File: config.mk
export PLATFORM = sky130hd
export DESIGN_NAME = cordic_vector_engine
export DESIGN_NICKNAME = d
export VERILOG_FILES = /design/src/rtl/cordic_pkg.sv /design/src/rtl/cordic_atan_rom.sv /design/src/rtl/cordic_vector_engine.sv
export SDC_FILE = /design/constraint.sdc
export NUM_CORES = 1
export LEC_CHECK = 0
export BUFFER_PORTS_ARGS = -buffer_cell sky130_fd_sc_hd__buf_2
export CORE_UTILIZATION = 31
export DETAILED_ROUTE_END_ITERATION = 6
export PLACE_DENSITY = 0.56
export SLEW_MARGIN = 20
export SYNTH_ARGS = -nofsm -noshare
export SYNTH_HDL_FRONTEND = slang
export SYNTH_SLANG_ARGS = --single-unit
File: constraint.sdc
create_clock -name clk -period 6.2 [get_ports clk]
set_clock_uncertainty 0.1 [all_clocks]
set_input_delay 1.24 -clock clk [delete_from_list [all_inputs] [get_ports clk]]
set_output_delay 1.24 -clock clk [all_outputs]
set_load 0.1 [all_outputs]
File: src/rtl/cordic_pkg.sv
`default_nettype none
// ---------------------------------------------------------------------------
// cordic_pkg : constants shared by the CORDIC rotation and vectoring engines.
// Rev 1.0
// ---------------------------------------------------------------------------
package cordic_pkg;

   localparam int ATAN_N = 30;

   // Angles are Q3.29 radians; the gain constant is Q1.30.
   localparam logic [31:0] PI      = 32'h6487ED51;
   localparam logic [31:0] HALF_PI = 32'h3243F6A9;
   localparam logic [31:0] K_GAIN  = 32'h26DD3B6A;

   localparam logic [31:0] ATAN_TABLE [ATAN_N] = '{
      32'h1921FB54, 32'h0ED63383, 32'h07D6DD7E, 32'h03FAB753,
      32'h01FF55BB, 32'h00FFEAAE, 32'h007FFD55, 32'h003FFFAB,
      32'h001FFFF5, 32'h000FFFFF, 32'h00080000, 32'h00040000,
      32'h00020000, 32'h00010000, 32'h00008000, 32'h00004000,
      32'h00002000, 32'h00001000, 32'h00000800, 32'h00000400,
      32'h00000200, 32'h00000100, 32'h00000080, 32'h00000040,
      32'h00000020, 32'h00000010, 32'h00000008, 32'h00000004,
      32'h00000002, 32'h00000001
   };

   typedef enum logic [2:0] {
      ST_IDLE = 3'd0,
      ST_PRE  = 3'd1,
      ST_ITER = 3'd2,
      ST_POST = 3'd3,
      ST_DONE = 3'd4
   } cordic_state_e;

endpackage
`default_nettype wire

File: src/rtl/cordic_atan_rom.sv
`default_nettype none
// ---------------------------------------------------------------------------
// cordic_atan_rom : combinational lookup of atan(2^-idx) in Q3.29.
// Rev 1.0
// ---------------------------------------------------------------------------
module cordic_atan_rom
   import cordic_pkg::*;
(
   input  logic [4:0]  idx,
   output logic [31:0] atan
);

   always_comb begin
      atan = '0;
      if (idx < 5'(ATAN_N)) begin
         atan = ATAN_TABLE[idx];
      end
   end

endmodule
`default_nettype wire

File: src/rtl/cordic_vector_engine.sv
`default_nettype none
// ---------------------------------------------------------------------------
// cordic_vector_engine : iterative vectoring CORDIC, (x,y) -> atan2 angle and magnitude.
// Option macro CORDIC_GAIN_COMP_EN: scale the magnitude by 1/gain in POST.  Rev 1.0
// ---------------------------------------------------------------------------
module cordic_vector_engine
   import cordic_pkg::*;
#(
   parameter int ITER = 30,
   parameter int IW   = 34
) (
   input  logic        clk,
   input  logic        rst,
   input  logic [31:0] in_x,
   input  logic [31:0] in_y,
   input  logic        in_valid,
   output logic        in_ready,
   output logic [31:0] angle_out,
   output logic [31:0] mag_out,
   output logic        out_valid,
   input  logic        out_ready
);

   localparam int CW = 5;

   cordic_state_e        state_q, state_d;
   logic [CW-1:0]        iter_q, iter_d;
   logic signed [IW-1:0] x_q, x_d, y_q, y_d, z_q, z_d;
   logic                 zero_q, zero_d;
   logic                 in_ready_q, in_ready_d;
   logic                 out_valid_q, out_valid_d;
   logic [31:0]          angle_q, angle_d;
   logic [31:0]          mag_q, mag_d;
   logic [31:0]          atan_val, mag_scaled;
   logic signed [IW-1:0] x_sh, y_sh, atan_ext, half_pi_ext;
   logic                 unused_bits;

   cordic_atan_rom u_atan_rom (
      .idx  (iter_q),
      .atan (atan_val)
   );

   assign x_sh        = x_q >>> iter_q;
   assign y_sh        = y_q >>> iter_q;
   assign atan_ext    = {{(IW-32){1'b0}}, atan_val};
   assign half_pi_ext = {{(IW-32){1'b0}}, HALF_PI};

`ifdef CORDIC_GAIN_COMP_EN
   localparam int PW = IW + 33;
   localparam logic signed [PW-1:0] RND = PW'(2**29);

   logic signed [PW-1:0] prod;

   // Rounded Q1.30 gain correction; x is never negative once the fold has run.
   assign prod        = x_q * $signed({1'b0, K_GAIN}) + RND;
   assign mag_scaled  = prod[61:30];
   assign unused_bits = ^{prod[PW-1:62], prod[29:0], z_q[IW-1:32]};
`else
   assign mag_scaled  = x_q[31:0];
   assign unused_bits = ^{x_q[IW-1:32], z_q[IW-1:32]};
`endif

   always_comb begin
      state_d     = state_q;
      iter_d      = iter_q;
      x_d         = x_q;
      y_d         = y_q;
      z_d         = z_q;
      zero_d      = zero_q;
      in_ready_d  = in_ready_q;
      out_valid_d = out_valid_q;
      angle_d     = angle_q;
      mag_d       = mag_q;

      case (state_q)
         ST_IDLE: begin
            if (in_valid) begin
               x_d        = {{(IW-32){in_x[31]}}, in_x};
               y_d        = {{(IW-32){in_y[31]}}, in_y};
               zero_d     = (in_x == 32'd0) && (in_y == 32'd0);
               in_ready_d = 1'b0;
               state_d    = ST_PRE;
            end
         end
         ST_PRE: begin
            // Left half-plane is rotated by -/+90 degrees so the iterations converge.
            z_d = '0;
            if (x_q[IW-1] && !y_q[IW-1]) begin
               x_d = y_q;
               y_d = -x_q;
               z_d = half_pi_ext;
            end else if (x_q[IW-1] && y_q[IW-1]) begin
               x_d = -y_q;
               y_d = x_q;
               z_d = -half_pi_ext;
            end
            iter_d  = '0;
            state_d = ST_ITER;
         end
         ST_ITER: begin
            if (y_q[IW-1]) begin
               x_d = x_q - y_sh;
               y_d = y_q + x_sh;
               z_d = z_q - atan_ext;
            end else begin
               x_d = x_q + y_sh;
               y_d = y_q - x_sh;
               z_d = z_q + atan_ext;
            end
            if (iter_q == CW'(ITER - 1)) begin
               iter_d  = '0;
               state_d = ST_POST;
            end else begin
               iter_d = iter_q + CW'(1);
            end
         end
         ST_POST: begin
            // A zero vector would otherwise report the sum of all table angles.
            angle_d     = zero_q ? 32'd0 : z_q[31:0];
            mag_d       = zero_q ? 32'd0 : mag_scaled;
            out_valid_d = 1'b1;
            state_d     = ST_DONE;
         end
         ST_DONE: begin
            if (out_ready) begin
               out_valid_d = 1'b0;
               in_ready_d  = 1'b1;
               state_d     = ST_IDLE;
            end
         end
         default: begin
            state_d = ST_IDLE;
         end
      endcase
   end

   always_ff @(posedge clk or negedge rst) begin
      if (!rst) begin
         state_q     <= ST_IDLE;
         iter_q      <= '0;
         x_q         <= '0;
         y_q         <= '0;
         z_q         <= '0;
         zero_q      <= 1'b0;
         in_ready_q  <= 1'b1;
         out_valid_q <= 1'b0;
         angle_q     <= '0;
         mag_q       <= '0;
      end else begin
         state_q     <= state_d;
         iter_q      <= iter_d;
         x_q         <= x_d;
         y_q         <= y_d;
         z_q         <= z_d;
         zero_q      <= zero_d;
         in_ready_q  <= in_ready_d;
         out_valid_q <= out_valid_d;
         angle_q     <= angle_d;
         mag_q       <= mag_d;
      end
   end

   assign in_ready  = in_ready_q;
   assign out_valid = out_valid_q;
   assign angle_out = angle_q;
   assign mag_out   = mag_q;

endmodule
`default_nettype wire

== After elaboration in Yosys (flattened, before gate mapping) ==
Memory sizes are Yosys's and may differ from the RTL's.
Cells that the tools add are included.
W data, S select, Z words.

* Register bits after elaboration: 177
* Bits in latches: 0
* RAM bits: 0
* Memory bits (read-only): 1024
* Input bits: 68
* Output and inout port bits: 66
* Logic and storage cells: 80
* Memories: 1

{| class="wikitable"
|+ Memories
! memory !! words !! width !! read ports !! clocked after memory_dff !! wr ports !! RTL line !! text
|-
| (name not given) || 32 || 32 || 1 || 0 || 0 || cordic_atan_rom.sv:16 || <nowiki>atan = ATAN_TABLE[idx];</nowiki>
|}

* Add/sub/neg operators: 9
* Multiply operators: 0
* Divide/modulo/power cells: 0
* $lt $le $gt $ge: 2
* Equal/unequal tests: 9
* Shift operators: 2
* Multiplexer cells: 30
* Bitwise logic cells: 1
* Reductions and logical operators: 16

{| class="wikitable"
|+ Operator list
! kind !! count
|-
| $mux W34 || 11
|-
| $pmux W34 S3 || 2
|-
| $mux W32 || 5
|-
| $add A34 B34 Y34 || 2
|-
| $neg A34 Y34 || 2
|-
| $pmux W34 S2 || 1
|-
| $sshr A34 B5 Y34 || 2
|-
| $sub A34 B34 Y34 || 2
|-
| $logic_not A32 Y1 || 2
|-
| $add A34 B33 Y34 || 1
|-
| $sub A34 B33 Y34 || 1
|-
| $pmux W3 S5 || 1
|-
| $pmux W5 S2 || 1
|-
| $mux W3 || 3
|-
| $reduce_and A3 Y1 || 3
|-
| $eq A3 B2 Y1 const B || 2
|-
| $ge A6 B6 Y1 const B || 1
|-
| $ne A2 B2 Y1 const B || 3
|-
| $not A5 Y6 || 1
|-
| $reduce_bool A2 Y1 || 3
|-
| $add A5 B1 Y5 const B || 1
|-
| $eq A5 B5 Y1 const B || 1
|-
| $lt A5 B5 Y1 const B || 1
|-
| $mux W5 || 1
|-
| other kinds (10) || 16
|}

== Logic depth before layout (Yosys ltp) ==
Gate-level depths: netlist of run 1.

* Word-level depth: 8
* Mapped depth: 32

== Cells and area by module ==
From an unflattened synthesis of run 1, not the netlist that was laid out.

* Cell total of the unflattened synthesis: 2821
* Area, all modules: 22147.5 um2

{| class="wikitable"
|+ By module, submodules not included
! module !! times used !! cells an instance !! area an instance (um2) !! sequential area each (um2)
|-
| cordic_vector_engine || 1 || 2697 || 21346.7 || 4380.5
|-
| cordic_atan_rom || 1 || 124 || 800.8 || 0.0
|}

== Worst setup path before layout of run 1 ==
No wires, ideal clock.

* Path type: register to register
* Start: register iter_q[0]
* End: register z_q[31]
* Arrival time: 6.004 ns
* Path slack: -0.027 ns
* Stages on the path, launching flop included: 29
* Path buffers: 6
* Clock period less this slack: 6.227 ns
* Cell sequence: dfrtp_1 buf_4 inv_1 buf_2 buf_4 buf_4 buf_4 ha_1 clkbuf_1 and2_1 o41a_1 nor4_2 and4b_1 nand4_1 nor3_1 and3_1 and2_1 a31oi_1 xor2_1 ha_1 and3_1 and3_1 a31oi_1 o31ai_1 a221oi_1 a21oi_1 xor2_1 a21oi_1 o221a_2

* Cells in the longest elaborated chain, start to end: 8

{| class="wikitable"
|+ RTL lines
! item !! RTL line !! text
|-
| from (decl) || cordic_vector_engine.sv:27 || <nowiki>logic [CW-1:0] iter_q, iter_d;</nowiki>
|-
| from (signal assigned) || cordic_vector_engine.sv:151 || <nowiki>iter_q <= iter_d;</nowiki>
|-
| $not A5 Y6 (implied by the code) || cordic_atan_rom.sv:16 ||
|-
| $mem_v2 Z32 W32 || - ||
|-
| $mux W32 (implied by the code) (2 in series) || cordic_atan_rom.sv:16 ||
|-
| $mux W32 * || cordic_atan_rom.sv:15 || <nowiki>if (idx < 5'(ATAN_N)) begin</nowiki>
|-
| $add A34 B33 Y34 or $sub A34 B33 Y34 (tied branches) || cordic_vector_engine.sv:108, cordic_vector_engine.sv:104 ||
|-
| $mux W34 * || cordic_vector_engine.sv:101 || <nowiki>if (y_q[IW-1]) begin</nowiki>
|-
| $pmux W34 S2 * || cordic_vector_engine.sv:75 || <nowiki>case (state_q)</nowiki>
|-
| to (signal assigned) || cordic_vector_engine.sv:154 || <nowiki>z_q <= z_d;</nowiki>
|-
| to (decl) || cordic_vector_engine.sv:28 || <nowiki>logic signed [IW-1:0] x_q, x_d, y_q, y_d, z_q, z_d;</nowiki>
|}

Mark *: on every way between the ends. The rest lies on a longest branch, timed or not. The select of a mux whose other input is x is not followed.
A chain may end at the register's enable or synchronous reset.

== Worst setup path after layout of run 1 ==
* Start: register iter_q[1]
* End: register x_q[22]

* Cells in the longest elaborated chain, start to end: 4

{| class="wikitable"
|+ RTL lines
! item !! RTL line !! text
|-
| $sshr A34 B5 Y34 * || cordic_vector_engine.sv:44 || <nowiki>assign y_sh = y_q >>> iter_q;</nowiki>
|-
| $add A34 B34 Y34 or $sub A34 B34 Y34 (tied branches) || cordic_vector_engine.sv:106, cordic_vector_engine.sv:102 ||
|-
| $mux W34 * || cordic_vector_engine.sv:101 ||
|-
| $pmux W34 S3 * || cordic_vector_engine.sv:75 ||
|-
| to (signal assigned) || cordic_vector_engine.sv:141 || <nowiki>x_q <= '0;</nowiki>
|-
| to (signal assigned) || cordic_vector_engine.sv:152 || <nowiki>x_q <= x_d;</nowiki>
|-
| to (decl) || cordic_vector_engine.sv:28 ||
|}

Mark *: on every way between the ends. The rest lies on a longest branch, timed or not.

==> impl_metrics.ini, run 1 <==
[run_status]
status = finished, final reports clean

[global_routing]
grt_max_degree = 90
grt_pass1_wl_um = 150400
gr-usage-all-layers_pct = 28.63
grt_pass1_vias = 22150
antenna_found_initial = 4
gr-total-overflow = 0

[route]
dr.pass1.iters = 6
drt_drc_violations_left = 0
vias = 23850
drt_iter0_drc = 2617
ant_nets = 0
totalWireLength_um = 103500
wl_met3_um = 10790
wl_met2_um = 44130
wl_per_cell_um = 26.13
top_layer_used = met4
viasPerCell = 6.023
drt-met1-wl_um = 42580

[logic_synthesis]
async_reset_ff_share_pct = 100.0
yosys_warnings = 0
syn_nets = 2966
netlist_instances = 2783
synth_area_per_cell_um2 = 7.854
synth.distinct_cells = 94
synth_edf_count = 0
syn_area_um2 = 21860
synth_seq_area_share_pct = 20.04
ys_ff_latch = 175
synthFlopType = dfrtp_1

[die]
die_height_um = 267.5
fp.dieArea_um2 = 71580
row_count = 96
start_util_pct = 31.59
core_area_um2 = 69190
die_w_um = 267.5
io_pins = 134

[min_path]
hp-class = flip-flop to flip-flop
holdCritStartpoint = angle_out[20]
holdPathStages = 2

[final_layout]
fillers = 7276
final_nets = 3196
final_cell_mix = nand2_1, buf_4, a21oi_1
multi_input_area_um2 = 16470
final_common_cell = nand2_1
ff_latch_area_um2 = 4403
utilization_pct = 37.68
areaGrowthSynthToFinish_pct = 19.28
drive_above_1_share_pct = 22.41

[clock_tree]
cts_buffer_depth = 2
insertion_delay_ns = 0.53
clockRootBuffer = clkbuf_16
cts_tree = done
cts.sinks = 175
hold_buffers = 0
numCtsBuffers = 17
htree_levels = 4
path_clk_slew_ns = 0.09

[setup_path]
critPathRequiredTime_ns = 6.54
cp.arrival_ns = 6.30
cp-end-kind = flip-flop
startpoint_type = flip-flop
path_class = flip-flop to flip-flop
reg2reg_from = iter_q[1]
path_max_fanout = 12
cp-startpoint = iter_q[1]
rr_worst_depth = 20

[sta]
max_slew_margin_pct = 34.84
fmax_mhz = 167.7
fin_hold_ws_ns = 0.3731
finalSetupViolCount = 0
min_period_ns = 5.963
finalHoldViolCount = 0
worst_pin_slew_ns = 0.9774
slew_viol_final = 0
fin_crit_sh_pct = 96.18

[place]
hpwl_um = 80290
place_congestion = 1.004
portBuffers = 133

[job]
max_cap_viol_count = 0
metrics by stage:
step | setup slack [ns] | cell area [µm²] | TNS (ns) | instances
finish | 0.2369 | 26070 | 0 | 3959
global placement | 0.02645 | 25020 | 0 | 3903
floorplan | 0.01319 | 21860 | 0 | 2783
CTS | 0.01753 | 25610 | 0 | 3935
detailed placement | 0.04237 | 25020 | 0 | 3903
global route | -0.03664 | 26070 | -0.04153 | 3957
kinds of logic (layout without fill, tap and decap cells):
kind of cell               after synthesis  in the layout  synth area share [%]
DFF                                    175            175                 20.04
AOI/OAI and AO/OA                      916            916                 27.00
xor gates and xnor gates               212            212                 8.495
other                                    0              2                     0
buffers and inverters                  292            535                 5.821
and+or+nand+nor                        907            907                 20.07
muxes                                  166            166                 11.89
adders and majority gates              115            115                 6.686
layout make-up:
type | count | area share, %
clock inverter | 15 | 0.6431
multi-input combinational | 2316 | 63.17
clock buffer | 17 | 1.632
sequential | 175 | 16.89
antenna | 2 | 0.01920
timing repair buffer | 444 | 12.32
tap | 931 | 4.468
inverter | 59 | 0.8638
flip-flops by register name (all words and copies together) (netlist names):
signal     cells
x_q           34
y_q           34
angle_out     32
mag_out       32
z_q           32
iter_q         5
state_q        3
in_ready       1
out_valid      1
zero_q         1
worst max-delay path: stages (launching register included):
cell and delay (ns):
dfrtp_4 0.55, buf_6 0.19, or2_2 0.35, mux2i_1 0.15, a222oi_1 0.72, buf_4 0.27, a21oi_1 0.20, o21bai_1 0.36
o41ai_1 0.12, xnor2_1 0.21, ha_1 0.38, o21ai_0 0.14, o21ai_0 0.45, nand2_1 0.16, o31ai_1 0.48, a21o_1 0.22
o21a_1 0.12, nor2_1 0.05, xnor2_1 0.34, a221oi_1 0.13, o21ai_0 0.18
path summary, 6_finish.rpt:
path                                 end  slack (ns)
min                        angle_out[20]        0.37
min reg2reg                angle_out[20]        0.37
max reg2reg                      x_q[22]        0.24
min in group asynchronous  angle_out[29]        0.67
max                              x_q[22]        0.24
max in group asynchronous        y_q[33]        4.20
metal layers:
layer / vias up / GRT usage [%]
met5: - / 0
met2: 1372 / 42.99
met4: 0 / 15.15
met1: 11430 / 38.12
li1: 10780 / -
met3: 270 / 6.335
what timing repair did:
action	CTS	global route
setup endpoints to repair	0	27
gates resized for setup	0	57
setup buffers	0	21
synth_stat cells (all sizes together) (15+ instances only):
master	instances	area share [%]
o211ai	24	0.85
inv	58	1.0
nor3	55	1.3
mux2i	56	2.6
dfrtp	174	20
nor4	32	1.1
ha	112	6.4
and3	18	0.52
nand2b	93	2.7
a31oi	31	0.92
nor2	225	3.9
nand4	16	0.46
o21a	23	0.79
buf	81	2.2
nor2b	30	0.86
a221oi	55	2.2
a211oi	53	1.8
mux2	40	2.1
o21ai	235	5.4
a21o	38	1.3
o22ai	30	0.86
a21oi	242	5.5
and2	21	0.60
clkbuf	152	2.6
o21bai	15	0.52
o31ai	29	1.0
xor2	89	3.6
xnor2	123	4.9
nand3	44	1.0
or3	18	0.52
mux4	70	7.3
nand2	299	5.1
Power of run 1 is not shown: default switching activity piles up to over one toggle a cycle in this logic, so the estimate is an artifact.
==> run 2: changes to the inputs <==
--- a/config.mk
+++ b/config.mk
@@ -9,7 +9,9 @@
 export CORE_UTILIZATION = 31
 export DETAILED_ROUTE_END_ITERATION = 6
 export PLACE_DENSITY = 0.56
+export RECOVER_POWER = 25
 export SLEW_MARGIN = 20
 export SYNTH_ARGS = -nofsm -noshare
 export SYNTH_HDL_FRONTEND = slang
+export SYNTH_HIERARCHICAL = 1
 export SYNTH_SLANG_ARGS = --single-unit
==> impl_metrics.ini, run 2 <==
[setup_path]
cp-end-kind = flip-flop
critPathRequiredTime_ns = 6.52
cp.arrival_ns = 6.29
startpoint_type = flip-flop
path_max_fanout = 6
path_class = flip-flop to flip-flop

[final_layout]
final_cell_mix = nand2_1, nor2_1, o21ai_0
drive_above_1_share_pct = 19.16
finalNonFillerCells = 3941
stdcell_area_um2 = 25740
areaGrowthSynthToFinish_pct = 16.23
insertedDiodeCount = 0
largest_registers = x_q x34, y_q x34
final_nets = 3171
fillers = 7506
final_common_cell = nand2_1

[clock_tree]
numCtsBuffers = 17
insertion_delay_ns = 0.52
cts_tree = done
path_clk_slew_ns = 0.09
cts.sinks = 175
clockRootBuffer = clkbuf_16
cts_buffer_depth = 2
htree_levels = 4

[place]
dpl_worst_slack_ns = -0.02810
portBuffers = 133
place_congestion = 1.005
hpwl_um = 71160
dpl.cell_count = 3899
place_area_um2 = 24860

[logic_synthesis]
yosysMostFrequentCell = nand2_1
synthFlopType = dfrtp_1
yosys_warnings = 6
synth.top_cell.area_share_pct = 19.66
syn_area_um2 = 22150
ys_ff_latch = 175
synth_seq_area_share_pct = 19.78
netlist_instances = 2821
synth_top_area_cell = dfrtp_1
synth_common_cells = nand2_1, nor2_1, o21ai_0, a21oi_1, dfrtp_1
yosys-top-cells-area = dfrtp_1, ha_1, o21ai_0
async_reset_ff_share_pct = 100.0
synth_area_per_cell_um2 = 7.851
synth.distinct_cells = 103
synth_edf_count = 0

[die]
fp.dieArea_um2 = 72520
die_w_um = 269.3
io_pins = 134
start_util_pct = 31.46
core_area_um2 = 70390
die_height_um = 269.3
row_count = 97

[run_status]
violations = DRC, capacitance limit, slew limit
status = finished with violations

[route]
ant_nets = 0
viasPerCell = 5.918
totalWireLength_um = 92980
wl_per_cell_um = 23.59
drt_iter0_drc = 2574
vias = 23320
dr.pass1.iters = 7
drt_drc_violations_left = 3

[global_routing]
grt_max_degree = 130
grt_pass1_wl_um = 138700
use_met2_pct = 39.22
gr-total-overflow = 0
grt-busiest-layer = met2
grt_use_met3_pct = 5.423
use_met1_pct = 31.50
grt_pass1_vias = 21710
antenna_found_initial = 3
gr-usage-all-layers_pct = 24.93

[sta]
finalHoldViolCount = 0
setup_slack_ns = 0.2288
slew_viol_final = 178
min_period_ns = 5.971
fmax_mhz = 167.5
finalSetupViolCount = 0
fin_crit_sh_pct = 96.31
max_slew_margin_pct = -89.44
worst_pin_slew_ns = 2.842

[job]
max_cap_viol_count = 2

[min_path]
hp-class = flip-flop to flip-flop
-- run 2: changes by cell type after synthesis, moves of 18 or more --
cell | before | now
a21oi_1 | 242 | 221
mux2i_1 | 56 | 86
mux4_1 | 3 | 21
mux4_2 | 67 | 36
nand2_1 | 299 | 274
nor2_1 | 225 | 258
nor3_1 | 53 | 74
-- run 2: final cells by class --
class                   instances  area [µm²]  share of cell area (%)
repair buffers                379        2610                   10.14
multi-input cells            2353       16690                   64.85
well taps                     940        1176                   4.569
inverters                      62       232.7                  0.9041
clock buffers                  18       439.2                   1.706
flip-flops and latches        175        4399                   17.09
clock inverters                14       191.4                  0.7437
-- run 2: repair_timing --
item,CTS,global route
endpoints found under the setup margin,1,26
gates resized for setup,2,50
buffers inserted,0,10
pin swaps,0,9
hold buffers,0,0
-- run 2: critical path, stage by stage, from the launching register on --
cell and delay [ns]:
dfrtp_4 0.52, buf_4 0.14, mux4_1 0.59, mux2_2 0.30, mux2_2 0.34, a221oi_4 0.26
ha_2 0.25, buf_4 0.12, nor2_1 0.05, xor2_2 0.23, ha_1 0.31, o21a_1 0.18
o31a_1 0.14, o41a_1 0.38, o41ai_1 0.35, buf_4 0.21, o21ai_0 0.13, buf_4 0.18
a221oi_4 0.25, o21ai_1 0.13, a31oi_1 0.19, xnor3_1 0.33, o21a_1 0.17
-- run 2: per-layer routing --
| metal | wire, µm | part of all wire (%) |
|---|---|---|
| met1 | 38390 | 41 |
| met2 | 41180 | 44 |
| met3 | 7695 | 8.3 |
| met4 | 5687 | 6.1 |
| met5 | 27 | 0.029 |
-- run 2: path summary, 6_finish.rpt --
path,start,end,slack [ns],depth (start not counted)
setup / recovery,iter_q[0],x_q[33],0.23,22
hold / removal,angle_out[22],angle_out[22],0.37,2
setup reg to reg,iter_q[0],x_q[33],0.23,22
hold reg to reg,angle_out[22],angle_out[22],0.37,2
max in group asynchronous,rst,y_q[33],0.99,2
min in group asynchronous,rst,angle_out[22],1.45,1
-- run 2: cell families (layout without fill, tap and decap cells) --
kind of cell,count (synthesis),in the layout,share of synthesized area [%]
adders and majority gates,115,115,6.598
AOI/OAI and AO/OA,903,903,26.20
buffers and inverters,295,473,5.926
and+or+nand+nor,918,918,19.90
xor gates and xnor gates,223,223,8.943
DFF,175,175,19.78
other,1,3,0.01693
muxes,191,191,12.63
-- run 2: metrics by stage --
step / hold slack, ns / utilization, % / setup TNS [ns]
2_1_floorplan: 0.4152 / - / 0
3_3_place_gp: 0.3586 / 35.31 / 0
3_5_place_dp: 0.3653 / 35.31 / -0.02810
4_1_cts: 0.3829 / 36.23 / 0
5_1_grt: 0.4021 / 36.57 / -0.01356
6_report: 0.3736 / 36.57 / 0
Power of run 2 is left out for the same reason.
